<file path="config.mk">
export PLATFORM = sky130hd
export DESIGN_NAME = moore_seq_detector
export DESIGN_NICKNAME = d
export VERILOG_FILES = /design/src/rtl/moore_pkg.sv /design/src/rtl/sat_counter.sv /design/src/rtl/moore_seq_detector.sv
export SDC_FILE = /design/constraint.sdc
export NUM_CORES = 1
export LEC_CHECK = 0
export BUFFER_PORTS_ARGS = -buffer_cell sky130_fd_sc_hd__buf_2
export CAP_MARGIN = 20
export CORE_ASPECT_RATIO = 0.5
export CORE_MARGIN = 2
export CORE_UTILIZATION = 35
export DETAILED_ROUTE_END_ITERATION = 8
export MAX_ROUTING_LAYER = met4
export PLACE_DENSITY_LB_ADDON = 0.08
export SLEW_MARGIN = 15
export SYNTH_ARGS = -nofsm -noshare
export SYNTH_HDL_FRONTEND = slang
export SYNTH_HIERARCHICAL = 1
export SYNTH_SLANG_ARGS = --single-unit
</file>
<file path="constraint.sdc">
create_clock -name clk -period 3.2 [get_ports clk]
set_input_delay 0.32 -clock clk [delete_from_list [all_inputs] [get_ports clk]]
set_output_delay 0.32 -clock clk [all_outputs]
set_load 0.02 [all_outputs]
</file>
<file path="src/rtl/moore_pkg.sv">
// Shared definitions for the Moore serial pattern detector: state encodings
// and the pattern-width legality check.
package moore_pkg;

    localparam logic [1:0] FILL  = 2'b00;
    localparam logic [1:0] HUNT  = 2'b01;
    localparam logic [1:0] MATCH = 2'b10;

    typedef enum logic [1:0] {
        S_FILL    = FILL,
        S_HUNT    = HUNT,
        S_MATCH   = MATCH,
        S_ILLEGAL = 2'b11
    } state_e;

    localparam int unsigned PAT_W_MIN = 2;
    localparam int unsigned PAT_W_MAX = 16;

    function automatic bit pat_w_legal(input int unsigned w);
        return (w >= PAT_W_MIN) && (w <= PAT_W_MAX);
    endfunction

endpackage

</file>
<file path="src/rtl/sat_counter.sv">
// Saturating up-counter with synchronous clear.
// A clear that coincides with an increment restarts the count at one.
module sat_counter #(
    parameter int unsigned CNT_W = 8
) (
    input  logic             clk,
    input  logic             rst,
    input  logic             inc,
    input  logic             clr,
    output logic [CNT_W-1:0] cnt
);

    localparam logic [CNT_W-1:0] CNT_MAX = '1;

    logic [CNT_W-1:0] r_cnt;

    always_ff @(posedge clk) begin
        if (rst) begin
            r_cnt <= '0;
        end else if (clr) begin
            r_cnt <= inc ? CNT_W'(1) : '0;
        end else if (inc && (r_cnt != CNT_MAX)) begin
            r_cnt <= r_cnt + CNT_W'(1);
        end
    end

    assign cnt = r_cnt;

endmodule

</file>
<file path="src/rtl/moore_seq_detector.sv">
// Moore serial pattern detector: shifts x_in into a PAT_W-bit history and
// flags a match against a run-time pattern, with optional overlap.
module moore_seq_detector
    import moore_pkg::*;
#(
    parameter int unsigned PAT_W = 4,
    parameter int unsigned CNT_W = 8
) (
    input  logic             clk,
    input  logic             rst,
    input  logic             en,
    input  logic             x_in,
    input  logic [PAT_W-1:0] pattern,
    input  logic             overlap,
    input  logic             clr_cnt,
    output logic             match,
    output logic [1:0]       state_out,
    output logic [CNT_W-1:0] match_cnt
);

    localparam int unsigned FILL_W = $clog2(PAT_W + 1);
    localparam logic [FILL_W-1:0] FILL_FULL = FILL_W'(PAT_W);

    if (!pat_w_legal(PAT_W)) begin : g_bad_pat_w
        $error("moore_seq_detector: PAT_W out of range 2..16");
    end

    state_e            r_state;
    state_e            w_state_n;
    logic [PAT_W-1:0]  r_hist;
    logic [PAT_W-1:0]  w_hist_n;
    logic [FILL_W-1:0] r_fill;
    logic [FILL_W-1:0] w_fill_n;
    logic              r_match;

    logic [PAT_W-1:0]  w_hist_sh;
    logic [FILL_W-1:0] w_fill_inc;
    logic              w_full;
    logic              w_hit;
    logic              w_cnt_inc;

    // Candidate history/fill if this edge consumes a bit.
    assign w_hist_sh  = {r_hist[PAT_W-2:0], x_in};
    assign w_fill_inc = (r_fill == FILL_FULL) ? r_fill : r_fill + FILL_W'(1);
    assign w_full     = (w_fill_inc == FILL_FULL);
    assign w_hit      = en && w_full && (w_hist_sh == pattern);

    // Next-state, history and fill decode.
    always_comb begin
        w_state_n = r_state;
        w_hist_n  = r_hist;
        w_fill_n  = r_fill;
        w_cnt_inc = 1'b0;

        if (r_state == S_ILLEGAL) begin
            w_state_n = S_FILL;
            w_fill_n  = '0;
        end else if (en) begin
            w_hist_n = w_hist_sh;
            if (w_hit) begin
                w_state_n = S_MATCH;
                w_cnt_inc = 1'b1;
                w_fill_n  = overlap ? w_fill_inc : '0;
            end else if (w_full) begin
                w_state_n = S_HUNT;
                w_fill_n  = w_fill_inc;
            end else begin
                w_state_n = S_FILL;
                w_fill_n  = w_fill_inc;
            end
        end
    end

    always_ff @(posedge clk) begin
        if (rst) begin
            r_state <= S_FILL;
            r_hist  <= '0;
            r_fill  <= '0;
            r_match <= 1'b0;
        end else begin
            r_state <= w_state_n;
            r_hist  <= w_hist_n;
            r_fill  <= w_fill_n;
            r_match <= (w_state_n == S_MATCH);
        end
    end

    sat_counter #(
        .CNT_W (CNT_W)
    ) u_match_cnt (
        .clk (clk),
        .rst (rst),
        .inc (w_cnt_inc),
        .clr (clr_cnt),
        .cnt (match_cnt)
    );

    assign match     = r_match;
    assign state_out = r_state;

endmodule

</file>
==> run summary <==
### Run status
• **result of the run** finished, final reports clean

### CTS
• **buffer cell driving the clock tree root** clkbuf_8
• **number of CTS-inserted buffers** 3
• **Clock Pin Slew Worst Setup and Hold Paths** 0.07 ns
• **number of gates given a new drive strength after cts** 0
• **maximum level of the CTS H-tree** 1
• **buffers from clock root to sink, at most** 2
• **Hold Buf Count CTS** 0
• **clock latency on the worst-skew pair** 0.25 ns
• **buffer count from post-CTS setup fixing** 0
• **CTS tree** yes
• **clk sinks** 17

### Power and ir drop
• **Max IR drop VDD** 0.121 mV
• **power density normalized to cell area** 384 nW/um^2
• **leakage power figure** 0.461 nW

### Logic synthesis
• **Distinct cells, synth** 36
• **share of flip-flops with an asynchronous set or reset after synthesis** 0%
• **yosys warns** 6
• **register bit total from synthesis** 17
• **count of flip-flops with a built-in enable after synthesis** 0
• **gate count of the mapped netlist** 104
• **average cell area after synthesis** 8.81 um^2
• **share of the yosys chip area belonging to registers** 37.2%
• **Post-Synthesis Net Count** 117
• **predominant post-synthesis flop cell** dfxtp_1
• **netlist area before placement** 916 um^2

### Global routing
• **maximum number of pins on one net before global-route repair** 11
• **gr usage total** 13.8%
• **initial antenna violation count** 0
• **global-route wire length before repair** 3.02 mm
• **GRT overflow** 0
• **vias in the first global route** 661

### Drt
• **drt initial violations** 32
• **via count** 843
• **final routed wirelength across all metal layers** 1.91 mm
• **remaining antenna violation count** 0
• **count of TritonRoute iterations in the first routing pass** 4
• **Vias per Instance** 5.17
• **Routed wire per std cell** 11.7 um
• **remaining design rule violation count** 0

### Layout
• **share of layout cells above drive strength 1** 23.0%
• **count of nets after finishing** 140
• **most frequent cells in the layout** buf_2, dfxtp_1, a21oi_1, nor2_1, nand2_1
• **antenna diode count** 0
• **final design instance area without fill** 1100 um^2
• **P&R area growth vs syn** 19.7%
• **most common cell after layout, fill and taps aside** buf_2
• **non-filler cells, final** 163

### Critical path
• **maximum fanout along the worst path** 7
• **startpoint kind of the worst setup timing path** register
• **cell with the biggest individual delay on the critical path** or3_4
• **cell occurring most often along the worst timing path** a21oi_1
• **Worst Setup Path Type** reg -> reg
• **Data arrival, critical path** 2.88 ns
• **critical path cell sequence** inv_1 -> ha_1 -> and4bb_1 -> a311oi_1 -> or3_4 -> a21oi_1 -> and4_1 -> a21oi_1 -> a2111oi_1
• **required time of the critical path** 3.34 ns
• **register-to-register setup slack** 0.45 ns
• **Max stage delay on crit path** 0.42 ns
• **CP Capture Type** register

### Timing
• **post-layout min period** 2.75 ns
• **Max Freq** 0.364 GHz
• **Final Slew Violations** 0
• **period utilisation layout** 85.8%
• **unrepaired setup endpoints after global routing** false
• **Worst Max-Slew Pin Slew** 0.586 ns
• **total setup violations reported at the end of the flow** 0
• **Setup TNS** 0 ns
• **post-route clock skew** 0.00107 ns
• **relative max-transition margin** 60.6%
• **number of failing hold endpoints at the final stage** 0

### Floorplanning
• **Initial Utilization** 36.1%
• **die boundary height** 40.2 um
• **Horiz. Die Dim** 76.3 um
• **cell row count** 13
• **total die area** 3070 um^2
• **io pins** 21
• **standard cell core area** 2540 um^2

### Place
• **cell count after placement** 159
• **post-detailed-placement half-perimeter wirelength** 1.42 mm
• **Port Buffers** 20
• **gp weighted congestion** 0.740
• **total cell area at the placement stage** 1050 um^2

### Job
• **MaxCap Viol Count** 0

### Min path
• **Min-Delay Path Class** in -> reg

[state kept, by name, summed over array words and instances, names as in the netlist]
register,cells
u_match_cnt/cnt,8
r_fill,3
r_hist,3
state_out,2
match,1
[stage by stage]
| stage | hold slack (ns) | power (mW) | setup slack [ns] | util, % |
|---|---|---|---|---|
| 4_1_cts | 0.288 | 0.431 | 0.475 | 43.2 |
| 3_3_place_gp | 0.501 | 0.266 | 0.636 | 41.4 |
| 6_report | 0.296 | 0.421 | 0.454 | 43.2 |
| 3_5_place_dp | 0.507 | 0.265 | 0.521 | 41.4 |
| 2_1_floorplan | 0.389 | 0.251 | 0.807 | - |
| 5_1_grt | 0.291 | 0.448 | 0.228 | 43.2 |
[final cells by class]
| class | instances | area, um^2 |
|---|---|---|
| multi-input cells | 78 | 537 |
| clock buffers | 3 | 41.3 |
| inverters | 7 | 26.3 |
| flip-flops and latches | 17 | 340 |
| fillers | 279 | 1440 |
| well taps | 37 | 46.3 |
| repair buffers | 20 | 100 |
| clock inverters | 1 | 5.00 |
[power by group]
part           internal, mW  total (mW)  switching [mW]
logic                0.0196      0.0403          0.0207
clock network        0.0865       0.161          0.0741
registers             0.216       0.220         0.00387
total                 0.322       0.421          0.0987
[critical path, delay by kind of cell, from the launching register on]
kind	cells	cell delay (ns)
adders and majority gates	1	0.24
buffers and inverters	1	0.08
and+or+nand+nor	3	1.00
AOI/OAI and AO/OA	4	0.94
DFF	1	0.38
[cells in the mapped netlist, drive strengths merged, types with 2 or more instances]
library cell  count  share of area, %
o21ai             2               1.1
nor2              8               3.3
a21oi             8               4.4
nand4             4               2.7
ha                3               4.1
dfxtp            17                37
a31oi             4               2.7
nand2             8               3.3
nand3             2               1.1
inv               7               2.9
mux2i             7               7.7
buf               2               1.4
and3              2               1.5
nand2b            4               2.7
and4              2               1.9
a211oi            2               1.6
xnor2             5               4.8
[per-layer routing]
layer	global-route usage, %	part of all wire, %	up-vias
li1	-	-	429
met1	16.4	47	390
met2	22.1	46	24
met3	5.63	7.2	0
met4	4.09	0	0
met5	-	0	-
[cell families after synthesis]
logic type      Yosys count  share of synthesized area [%]
flops                    17                           37.2
simple gates             39                           24.7
compound gates           24                           17.4
xor+xnor                  5                           4.78
mux                       7                           7.65
buf+inv                   9                           4.24
fa+ha+maj                 3                           4.10
[worst paths after layout]
| kind | startpoint | to | depth (start not counted) |
|---|---|---|---|
| max | r_fill[0] | u_match_cnt/cnt[5] | 9 |
| min | clr_cnt | u_match_cnt/cnt[2] | 2 |
| max reg2reg | r_fill[0] | u_match_cnt/cnt[5] | 9 |
| min reg2reg | u_match_cnt/cnt[1] | u_match_cnt/cnt[1] | 2 |
Power figures use the tool's default switching activity.
